==> src/rtl/mem_stage_ls.sv <==
// mem_stage_ls: memory-access stage with registered MEM/WB outputs.
// Loads/stores run a req/ack bus access and stall upstream until done.
module mem_stage_ls #(
   parameter int REG_ADDR_W  = 5,
   parameter int DATA_W      = 32,
   parameter bit BIG_ENDIAN  = 1'b1,
   parameter int BUS_TIMEOUT = 255
) (
   input  logic                  clk,
   input  logic                  rst,
   input  logic                  valid_i,
   input  logic [REG_ADDR_W-1:0] wd_i,
   input  logic                  wreg_i,
   input  logic [DATA_W-1:0]     wdata_i,
   input  logic [3:0]            mem_op_i,
   input  logic [DATA_W-1:0]     mem_addr_i,
   input  logic [DATA_W-1:0]     mem_sdata_i,
   output logic                  stall_o,
   output logic                  bus_req_o,
   output logic                  bus_we_o,
   output logic [DATA_W-1:0]     bus_addr_o,
   output logic [DATA_W/8-1:0]   bus_sel_o,
   output logic [DATA_W-1:0]     bus_wdata_o,
   input  logic [DATA_W-1:0]     bus_rdata_i,
   input  logic                  bus_ack_i,
   output logic                  wb_valid_o,
   output logic [REG_ADDR_W-1:0] wd_o,
   output logic                  wreg_o,
   output logic [DATA_W-1:0]     wdata_o,
   output logic                  align_err_o,
   output logic                  bus_err_o
);

   localparam int CNT_W = $clog2(BUS_TIMEOUT + 1);

   localparam logic [0:0] IDLE = 1'b0;
   localparam logic [0:0] BUSY = 1'b1;

   localparam logic [1:0] SZ_B = 2'd0;
   localparam logic [1:0] SZ_H = 2'd1;
   localparam logic [1:0] SZ_W = 2'd2;
   localparam logic [1:0] SZ_N = 2'd3;

   logic [0:0]            state;
   logic [CNT_W-1:0]      cnt;
   logic                  done_q;
   logic [3:0]            op_q;
   logic [DATA_W-1:0]     addr_q;
   logic [DATA_W-1:0]     sdata_q;
   logic [REG_ADDR_W-1:0] wd_q;
   logic                  wreg_q;

   function automatic logic [1:0] op_size(input logic [3:0] op);
      case (op)
         4'd1, 4'd2, 4'd6: op_size = SZ_B;
         4'd3, 4'd4, 4'd7: op_size = SZ_H;
         4'd5, 4'd8:       op_size = SZ_W;
         default:          op_size = SZ_N;
      endcase
   endfunction

   logic [1:0] sz_i;
   logic       misal;
   logic       accept;
   logic       busy;
   logic       ld_q;
   logic       to_hit;

   assign sz_i  = op_size(mem_op_i);
   assign misal = ((sz_i == SZ_H) && mem_addr_i[0])
               || ((sz_i == SZ_W) && (mem_addr_i[1:0] != 2'b00));
   assign busy  = (state == BUSY);

   // A completed access leaves its instruction held for one more cycle.
   assign accept = (state == IDLE) && !done_q && valid_i
                && (sz_i != SZ_N) && !misal;

   assign ld_q   = (op_q >= 4'd1) && (op_q <= 4'd5);
   assign to_hit = (cnt == CNT_W'(BUS_TIMEOUT - 1));

   assign stall_o   = busy | accept;
   assign bus_req_o = busy;

   logic [1:0]        sz_q;
   logic [1:0]        a_q;
   logic [1:0]        bi;
   logic              hi;
   logic [3:0]        sel;
   logic [DATA_W-1:0] st_data;
   logic [7:0]        ld_b;
   logic [15:0]       ld_h;
   logic [DATA_W-1:0] ld_data;

   assign sz_q = op_size(op_q);
   assign a_q  = addr_q[1:0];
   assign bi   = BIG_ENDIAN ? ~a_q : a_q;
   assign hi   = a_q[1] ^ BIG_ENDIAN;
   assign ld_b = bus_rdata_i[{bi, 3'b000} +: 8];
   assign ld_h = bus_rdata_i[{hi, 4'b0000} +: 16];

   always_comb begin
      sel     = 4'b0000;
      st_data = sdata_q;
      case (sz_q)
         SZ_B: begin
            sel     = BIG_ENDIAN ? (4'b1000 >> a_q) : (4'b0001 << a_q);
            st_data = {4{sdata_q[7:0]}};
         end
         SZ_H: begin
            sel     = hi ? 4'b1100 : 4'b0011;
            st_data = {2{sdata_q[15:0]}};
         end
         SZ_W: sel = 4'b1111;
         default: sel = 4'b0000;
      endcase
   end

   always_comb begin
      ld_data = bus_rdata_i;
      case (op_q)
         4'd1: ld_data = {{24{ld_b[7]}}, ld_b};
         4'd2: ld_data = {24'b0, ld_b};
         4'd3: ld_data = {{16{ld_h[15]}}, ld_h};
         4'd4: ld_data = {16'b0, ld_h};
         default: ld_data = bus_rdata_i;
      endcase
   end

   assign bus_we_o    = busy && (op_q >= 4'd6) && (op_q <= 4'd8);
   assign bus_addr_o  = {addr_q[DATA_W-1:2], 2'b00};
   assign bus_sel_o   = busy ? sel : 4'b0000;
   assign bus_wdata_o = st_data;

   always_ff @(posedge clk) begin
      if (rst) begin
         state       <= IDLE;
         cnt         <= '0;
         done_q      <= 1'b0;
         op_q        <= '0;
         addr_q      <= '0;
         sdata_q     <= '0;
         wd_q        <= '0;
         wreg_q      <= 1'b0;
         wb_valid_o  <= 1'b0;
         wd_o        <= '0;
         wreg_o      <= 1'b0;
         wdata_o     <= '0;
         align_err_o <= 1'b0;
         bus_err_o   <= 1'b0;
      end else begin
         align_err_o <= 1'b0;
         bus_err_o   <= 1'b0;
         wb_valid_o  <= 1'b0;
         wd_o        <= '0;
         wreg_o      <= 1'b0;
         wdata_o     <= '0;
         case (state)
            IDLE: begin
               done_q <= 1'b0;
               if (done_q || !valid_i) begin
                  wb_valid_o <= 1'b0;
               end else if (sz_i == SZ_N) begin
                  wb_valid_o <= 1'b1;
                  wd_o       <= wd_i;
                  wreg_o     <= wreg_i;
                  wdata_o    <= wdata_i;
               end else if (misal) begin
                  wb_valid_o  <= 1'b1;
                  wd_o        <= wd_i;
                  align_err_o <= 1'b1;
               end else begin
                  state   <= BUSY;
                  cnt     <= '0;
                  op_q    <= mem_op_i;
                  addr_q  <= mem_addr_i;
                  sdata_q <= mem_sdata_i;
                  wd_q    <= wd_i;
                  wreg_q  <= wreg_i;
               end
            end
            BUSY: begin
               if (bus_ack_i) begin
                  state      <= IDLE;
                  done_q     <= 1'b1;
                  wb_valid_o <= 1'b1;
                  wd_o       <= wd_q;
                  wreg_o     <= ld_q & wreg_q;
                  wdata_o    <= ld_q ? ld_data : '0;
               end else if (to_hit) begin
                  state      <= IDLE;
                  done_q     <= 1'b1;
                  cnt        <= '0;
                  wb_valid_o <= 1'b1;
                  wd_o       <= wd_q;
                  bus_err_o  <= 1'b1;
               end else begin
                  cnt <= cnt + CNT_W'(1);
               end
            end
            default: state <= IDLE;
         endcase
      end
   end

endmodule

==> config.mk <==
export PLATFORM = sky130hd
export DESIGN_NAME = mem_stage_ls
export DESIGN_NICKNAME = d
export VERILOG_FILES = /design/src/rtl/mem_stage_ls.sv
export SDC_FILE = /design/constraint.sdc
export NUM_CORES = 1
export LEC_CHECK = 0
export ABC_AREA = 1
export CAP_MARGIN = 20
export CELL_PAD_IN_SITES_DETAIL_PLACEMENT = 1
export CELL_PAD_IN_SITES_GLOBAL_PLACEMENT = 1
export CORE_MARGIN = 5
export CORE_UTILIZATION = 44
export DETAILED_ROUTE_END_ITERATION = 6
export DONT_BUFFER_PORTS = 1
export PLACE_DENSITY = 0.78
export SLEW_MARGIN = 5
export SYNTH_ARGS = -nofsm -noshare
export SYNTH_HDL_FRONTEND = slang
export SYNTH_SLANG_ARGS = --single-unit
==> constraint.sdc <==
create_clock -name clk -period 2.6 [get_ports clk]
set_input_delay 0.52 -clock clk [delete_from_list [all_inputs] [get_ports clk]]
set_output_delay 0.52 -clock clk [all_outputs]
set_load 0.05 [all_outputs]
==> Yosys cells after proc, flatten, opt, wreduce, memory -nomap -nowiden <==
Memory sizes are Yosys's and may differ from the RTL's. A register that Yosys moved wholly into a read port is not among the register bits.
Index checks and enable logic that the tools add are counted.
Widths: inputs -> output; s select.
{ "op_classes": {"addsub": 1, "n_lt_le_gt_ge": 4, "eq_ne": 16, "shifts": 3, "muxes": 43, "n_bitwise": 8, "n_reduce_logical": 20} }
{ "op_table": {"columns": ["op", "n"], "rows": [
  ["$mux 32", 4],
  ["$pmux 32 s2", 2],
  ["$pmux 32 s4", 1],
  ["$mux 8", 5],
  ["$shiftx 32x6->16", 1],
  ["$shiftx 32x6->8", 1],
  ["$mux 5", 5],
  ["$mux 4", 4],
  ["$pmux 8 s2", 1],
  ["$mux 1", 15],
  ["$pmux 4 s3", 1],
  ["$ne 2x2->1 const B", 5],
  ["$pmux 5 s2", 1],
  ["$logic_and 1x1->1", 9],
  ["$add 8x1->8 const B", 1],
  ["$eq 4x2->1 const B", 2],
  ["$eq 8x8->1 const B", 1],
  ["$pmux 1 s2", 4],
  ["$reduce_and 4->1", 2],
  ["$eq 2x2->1 const B", 3],
  ["$not 1->1", 5],
  ["$eq 2x1->1 const B", 2],
  ["$eq 4x1->1 const B", 1],
  ["$eq 4x3->1 const B", 1],
  ["other kinds (15)", 18]
]} }
{ "totals": {"register_bits": 125, "romBits": 64, "elab_cells": 111, "memories": 2} }
{ "memory_table": {"columns": ["memory", "words", "word_bits", "rd", "rd_clocked_by_memory_dff", "wr", "line_no", "source"], "rows": [
  ["(no name shown)", 16, 2, 1, 1, 0, "54", "case (op)"],
  ["(no name shown)", 16, 2, 1, 0, 0, "54", null]
]} }

==> Depth between registers and ports, before layout <==
Gate-level depths: netlist of the first run.
An unclocked memory read counts as a cell.
{ "logic_depth": {"depth_word": 8, "ltp_mapped": 16} }

==> Worst setup path after synthesis of the first run <==
Ideal clock, no wire load.
{ "synth_timing": {"path_type": "reg2out", "from": "reg state (netlist: bus_req_o)", "to": "out bus_we_o", "arrival_time_ns": 2.212, "required_ns": 2.080, "setup_slack_ns": -0.132, "path_stages_with_launch": 4, "n_path_buf": 1, "cell_sequence": "dfxtp_1 inv_2 clkbuf_1 a211oi_1"} }
{ "synth_via": {"elab_chain_len": 2} }
{ "synth_lines": {"columns": ["element", "line_no", "source"], "rows": [
  ["start: declaration", "44", "logic [0:0] state;"],
  ["start signal: assignment", "136", "state <= IDLE;"],
  ["start signal: assignment", "172", "state <= BUSY;"],
  ["start signal: assignment", "183", "state <= IDLE;"],
  ["$logic_and 1x1->1 (2 in a row)", "129", "assign bus_we_o = busy && (op_q >= 4'd6) && (op_q <= 4'd8);"],
  ["end: declaration", "20", "output logic bus_we_o,"]
]} }
No other way between the ends.

==> Final worst setup path of the first run <==
{ "layout_timing": {"from": "reg addr_q[1]", "to": "out bus_sel_o[1]"} }
{ "layout_via": {"elab_chain_len": 3, "word_cells_on_any_way": 4, "classes_between": "1 x shift; 3 x mux"} }
{ "layout_lines": {"columns": ["element", "line_no", "source"], "rows": [
  ["start: declaration", "48", "logic [DATA_W-1:0] addr_q;"],
  ["start signal: assignment", "175", "addr_q <= mem_addr_i;"],
  ["$shr 4x2->4 or $mux 4 (tied branches)", "106, 110", null],
  ["$pmux 4 s3 (*)", "104", "case (sz_q)"],
  ["$mux 4 (*)", "131", "assign bus_sel_o = busy ? sel : 4'b0000;"],
  ["end: declaration", "22", "output logic [DATA_W/8-1:0] bus_sel_o,"]
]} }
Every way passes the cells marked *; elsewhere a longest branch is shown, timed or not.

==> results of run 1 <==
## registers in the layout, indices dropped and copies added, names as in the netlist, 2 cells and up
signal	cells
addr_q	32
cnt	8
op_q	4
sdata_q	32
sz_q	2
wd_o	5
wd_q	5
wdata_o	32
## power groups by stage
stage / registers, mW / logic, mW / clock network, mW
after global placement: 2.50 / 1.36 / 0
after detailed placement: 2.51 / 1.41 / 0
final: 2.47 / 1.41 / 2.30
after global routing: 2.49 / 1.54 / 2.41
after CTS: 2.47 / 1.42 / 2.34
after floorplan: 2.30 / 1.32 / 0
## per-stage QoR
step / total power, mW / instance area (sq um) / hold WS (ps) / utilization
6_report: 6.174 / 7166 / 166.7 / 0.4949
5_1_grt: 6.436 / 7166 / 146.7 / 0.4949
4_1_cts: 6.223 / 7157 / 146.3 / 0.4943
3_5_place_dp: 3.920 / 6591 / 451.2 / 0.4552
3_3_place_gp: 3.861 / 6591 / 443.5 / 0.4552
2_1_floorplan: 3.618 / 6494 / 437.0 / -
## layout by cell type, fill, tap and decap left out, types with 2 or more instances in the layout
cell type / instances
nor2_2: 5
nand2_2: 8
nand2_1: 174
inv_6: 2
nand4_1: 4
inv_1: 53
buf_12: 11
or2_2: 17
nand3_1: 63
nor2_1: 146
a22oi_1: 14
a21oi_2: 2
clkbuf_16: 17
nor2_4: 2
xor2_1: 2
clkinv_4: 3
or2_1: 2
nand3_2: 5
dfxtp_1: 127
o21ai_1: 8
o21ai_2: 2
inv_2: 8
clkinvlp_4: 5
nor3_1: 3
a21oi_1: 64
o211ai_1: 24
buf_4: 31
conb_1: 2
clkbuf_8: 2
o21ai_0: 77
ha_1: 6
## logic make-up after synthesis
logic type               share of synthesized area
adder cells (fa/ha/maj)                    0.01158
other                                    0.0005783
flip-flops                                  0.3921
AO/OA/AOI/OAI                               0.1711
XOR/XNOR                                  0.002702
AND/OR/NAND/NOR                             0.2948
buffers and inverters                       0.1271
## Yosys cell counts (all sizes together), types with 2 or more instances
library cell | number | area (sq um)
o211ai | 24 | 180.2
nor3 | 4 | 31.28
a22oi | 15 | 117.6
nor2 | 154 | 621.8
nand3 | 69 | 382.9
xor2 | 2 | 17.52
clkbuf | 20 | 77.57
nand4 | 5 | 37.53
ha | 6 | 75.07
buf | 70 | 508.0
or2 | 19 | 118.9
nand2 | 183 | 711.9
a21oi | 66 | 337.8
inv | 62 | 235.2
o21ai | 88 | 459.2
dfxtp | 127 | 2542
## per-layer routing
| layer | vias to the layer above | global-route usage | share of wire | wire length, microns |
|---|---|---|---|---|
| met5 | - | 0 | 0 | 0 |
| met4 | 0 | 0.06629 | 0.014 | 289 |
| met3 | 23 | 0.09251 | 0.089 | 1875 |
| met2 | 188 | 0.4196 | 0.51 | 10880 |
| met1 | 2877 | 0.2628 | 0.38 | 8108 |
| li1 | 2901 | - | - | - |
## final cells by class
class | count | area share
antenna | 1 | 0.0003492
clock inverter | 11 | 0.01519
sequential | 127 | 0.3548
clock buffer | 20 | 0.06373
tap | 184 | 0.03213
timing repair buffer | 42 | 0.06321
multi-input combinational | 640 | 0.4367
inverter | 63 | 0.03387
## worst min path at each step
stage | cells after the start | to
4_1_cts | 1 | wdata_o[24]$_SDFF_PP0_
5_1_grt | 1 | wdata_o[23]$_SDFF_PP0_
3_3_place_gp | 2 | wd_q[4]$_SDFFE_PP0N_
2_1_floorplan | 2 | wreg_o$_SDFF_PP0_
6_report | 1 | wdata_o[26]$_SDFF_PP0_
3_5_place_dp | 2 | wreg_o$_SDFF_PP0_
==> flow_metrics.env, run 1 <==
export IMPL_drc=0
export IMPL_antenna_found_initial=1
export IMPL_status="completed"
export IMPL_stdcell_count=1088
export IMPL_fin_skew_ps=8.726
export IMPL_cts_root_buffer="clkbuf_16"
export IMPL_worst_path_max_fanout=17
export IMPL_ys_ff_latch=127
export IMPL_dpl_hpwl_microns=16020
export IMPL_regArea_sq_um=2542
export IMPL_clock_sinks=127
export IMPL_globalplace_congestion=0.9038
export IMPL_finalHoldViolCount=0
export IMPL_period_share=0.9416
export IMPL_die_h_microns=131.4
export IMPL_grtUsageTotal=0.2365
export IMPL_hp_start="rst"
export IMPL_p_int_mw=3.899
export IMPL_ir_drop_mv=0.4657
export IMPL_cts_max_level=4
export IMPL_synth_seq_area_share=0.3921
export IMPL_post_cts_buffers=0
export IMPL_ff2ff_setup_slack_ps=410
export IMPL_drt_iter0_markers=342
export IMPL_path_delay_family="flip-flops"
export IMPL_drive_gt1_frac=0.1451
export IMPL_pwr_share_comb=0.228
export IMPL_ant_nets=0
export IMPL_grt_pass1_wl_microns=33420
export IMPL_critical_path_slowest_cell="dfxtp_1"
export IMPL_synth_area_sq_um=6485
export IMPL_io_pins=254
export IMPL_synthCells=919
export IMPL_synth_warnings=0
export IMPL_worst_slew_margin_rel=0.5023
export IMPL_critical_path_class="register to output pin"
export IMPL_coreArea_sq_um=14480
export IMPL_ctsHoldBuffers=0
export IMPL_clkPwrFrac=0.372
export IMPL_fmax_ghz=0.4085
export IMPL_ys_types=42
export IMPL_dp_cells=1056
export IMPL_vias=5989
export IMPL_crit_path_end_kind="output pin"
export IMPL_startpoint="addr_q[1]$_SDFFE_PP0N_"
export IMPL_pre_cts_ws_ps=109.2
export IMPL_ys_flop_type="dfxtp_1"
export IMPL_area_growth_pct=10.50
export IMPL_setup_violations_final=0
export IMPL_rows=44
export IMPL_r2r_start="bus_req_o$_SDFF_PP0_"
export IMPL_min_path_type="input port to register"
export IMPL_tightestPinTransition_ps=745.4
export IMPL_clkLatencyLatePin_ps=420
export IMPL_path_depth=5
export IMPL_synthArstFlopShare=0
export IMPL_crit_chain="inv_2, nor2_4, a21oi_1, nor2_1, buf_4"
export IMPL_drv_cap=0
export IMPL_grt_max_degree=55
export IMPL_cp_endpoint="bus_sel_o[1]"
export IMPL_multiInputGateArea_sq_um=3129
export IMPL_fillers=1840
export IMPL_wl_per_cell_microns=19.44
export IMPL_syn_avg_cell_area_sq_um=7.057
export IMPL_fin_setup_tns_ps=0
export IMPL_maxSlewViolCount=0
export IMPL_rr_worst_depth=9
export IMPL_routed_wl_microns=21150
export IMPL_initial_core_util=0.4479
export IMPL_cts_resized=0
export IMPL_dr_pass1_iters=4
export IMPL_overflow=0
export IMPL_r2r_end="addr_q[9]$_SDFFE_PP0N_"
export IMPL_start_kind="register"
export IMPL_power_frac_seq=0.400
export IMPL_die_w_microns=131.4
export IMPL_worst_slack_ps=152.0
export IMPL_pwr_density_cell_nw_per_um2=861.6
export IMPL_p_sw_mw=2.275
export IMPL_cts_buffers=17
export IMPL_design_die_area_sq_um=17270
export IMPL_cts_buffer_depth=2
export IMPL_rsz0062_at_grt="false"
export IMPL_power_leakage_nw=3.022
export IMPL_period_needed_ps=2448
export IMPL_arrival_ps=1930
export IMPL_critPathRequiredTime_ps=2080
export IMPL_critPathBufInv=2
export IMPL_port_buffers=0
export IMPL_fin_nets=1039
export IMPL_synth_edff_count=0
export IMPL_grt_pass1_vias=6287
export IMPL_cts_tree="yes"
export IMPL_cts_reportedPaths_clkPinSlew_ps=50
export IMPL_swShare=0.3685
export IMPL_viasPerCell=5.505
export IMPL_slowest_delay_ps=580
(Power assumes the default switching activity.)
==> run 2, diff against run 1 <==
--- a/config.mk
+++ b/config.mk
@@ -10,5 +10,5 @@
 export CELL_PAD_IN_SITES_DETAIL_PLACEMENT = 1
 export CELL_PAD_IN_SITES_GLOBAL_PLACEMENT = 1
-export CORE_MARGIN = 5
+export CORE_MARGIN = 3
 export CORE_UTILIZATION = 44
 export DETAILED_ROUTE_END_ITERATION = 6
==> constraint.sdc (replaced) <==
create_clock -name clk -period 2.6 [get_ports clk]
set_input_delay 0.39 -clock clk [delete_from_list [all_inputs] [get_ports clk]]
set_output_delay 0.39 -clock clk [all_outputs]
set_load 0.05 [all_outputs]
==> flow_metrics.env, run 2 (synthesis results as in run 1) <==
export IMPL_final_common_cell="nand2_1"
export IMPL_cts_reportedPaths_clkPinSlew_ps=60
export IMPL_fillers=1797
export IMPL_cts_root_buffer="clkbuf_16"
export IMPL_start_kind="register"
export IMPL_cts_tree="yes"
export IMPL_critical_path_class="register to output pin"
export IMPL_ir_drop_mv=0.4540
export IMPL_postPlaceCellArea_sq_um=6536
export IMPL_worst_slack_ps=205.4
export IMPL_rr_worst_depth=6
export IMPL_crit_chain="clkinv_1, or2_2, o21ai_0, a21oi_1, nor2_1, buf_4"
export IMPL_globalplace_congestion=0.8744
export IMPL_crit_path_end_kind="output pin"
export IMPL_dpl_hpwl_microns=15070
export IMPL_initial_core_util=0.4583
export IMPL_routed_wl_microns=21080
export IMPL_maxSlewViolCount=0
export IMPL_overflow=0
export IMPL_antenna_found_initial=0
export IMPL_insertedDiodeCount=0
export IMPL_fin_skew_ps=6.828
export IMPL_ctsHoldBuffers=0
export IMPL_arrival_ps=2000
export IMPL_cts_buffers=17
export IMPL_port_buffers=0
export IMPL_ant_nets=0
export IMPL_tightestPinTransition_ps=775.5
export IMPL_ff2ff_setup_slack_ps=590
export IMPL_cts_max_level=4
export IMPL_vias=6075
export IMPL_io_pins=254
export IMPL_grt_pass1_vias=6270
export IMPL_dr_pass1_iters=5
export IMPL_min_path_type="input port to register"
export IMPL_grt_max_degree=55
export IMPL_clock_sinks=127
export IMPL_path_delay_family="simple AND/OR/NAND/NOR gates"
export IMPL_slowest_delay_ps=430
export IMPL_min_path_cells=1
export IMPL_area_growth_pct=10.69
export IMPL_rows=43
export IMPL_pre_cts_ws_ps=375.2
export IMPL_finalHoldViolCount=0
export IMPL_status="completed"
export IMPL_final_cell_mix="nand2_1, nor2_1, dfxtp_1, o21ai_0, a21oi_1"
export IMPL_critical_path_slowest_cell="or2_2"
export IMPL_grt_pass1_wl_microns=33130
export IMPL_worst_slew_margin_rel=0.4823
export IMPL_wl_per_cell_microns=19.53
export IMPL_period_needed_ps=2395
export IMPL_drv_cap=0
export IMPL_worst_path_max_fanout=10
export IMPL_critPathRequiredTime_ps=2210
export IMPL_cts_buffer_depth=2
export IMPL_die_w_microns=127.4
export IMPL_critPathBufInv=2
export IMPL_clkLatencyLatePin_ps=420
export IMPL_fmax_ghz=0.4176
export IMPL_fin_nets=1034
export IMPL_fin_setup_tns_ps=0
export IMPL_drive_gt1_frac=0.1424
export IMPL_largestRegisters="addr_q x32, sdata_q x32, wdata_o x32"
export IMPL_design_die_area_sq_um=16230
export IMPL_rsz0062_at_grt="false"
export IMPL_post_cts_buffers=0
export IMPL_grtUsageTotal=0.2554
export IMPL_die_h_microns=127.4
export IMPL_cts_resized=0
export IMPL_setup_violations_final=0
export IMPL_viasPerCell=5.630
export IMPL_pwr_density_cell_nw_per_um2=895.9
export IMPL_drc=0
export IMPL_path_depth=6
export IMPL_coreArea_sq_um=14150
export IMPL_drt_iter0_markers=340
export IMPL_period_share=0.9210
export IMPL_power_leakage_nw=3.040
export IMPL_final_area_sq_um=7178
run 2: cell type report:
class	count	area, sq um	area share
multi-input cells	640	3129	0.4359
flip-flops and latches	127	2544	0.3544
clock buffers	19	452.9	0.06310
repair buffers	37	402.9	0.05613
inverters	63	239.0	0.03329
well taps	180	225.2	0.03138
clock inverters	13	185.2	0.02580
run 2: routing by layer:
metal  up-vias  GRT usage  share of wire
li1       2887          -              -
met1      2916     0.2896           0.40
met5         -          0              0
met4         0    0.09653          0.024
met3        37    0.08152          0.077
met2       235     0.4469           0.50
run 2: worst reg2reg max path: stages (launching register included):
cell	delay (ps)
dfxtp_1	410
nand3_1	120
nor2_1	140
nand4_2	270
a21oi_1	570
nand2_1	150
a21oi_1	260
run 2: metrics by stage:
step	hold slack (ps)	total power, mW	cells	utilization
3_5_place_dp	457.9	3.901	1047	0.4619
3_3_place_gp	444.7	3.842	1047	0.4619
6_report	31.70	6.431	1079	0.5073
2_1_floorplan	437.0	3.618	920	-
5_1_grt	17.08	6.714	1079	0.5073
4_1_cts	20.47	6.474	1079	0.5070
run 2: power by group:
group	internal, mW	switching (mW)	total (mW)
clock network	1.66	0.908	2.56
logic	0.414	0.945	1.36
registers	2.11	0.403	2.51
run 2: path summary, 6_finish.rpt:
path                                      startpoint                  to
worst max-delay path              sz_q[1]$_SDFF_PP1_        bus_sel_o[0]
worst min-delay path                             rst  wd_o[2]$_SDFF_PP0_
worst max register to register   cnt[2]$_SDFFE_PP0P_  wd_o[1]$_SDFF_PP0_
worst min register to register  wd_q[2]$_SDFFE_PP0N_  wd_o[2]$_SDFF_PP0_
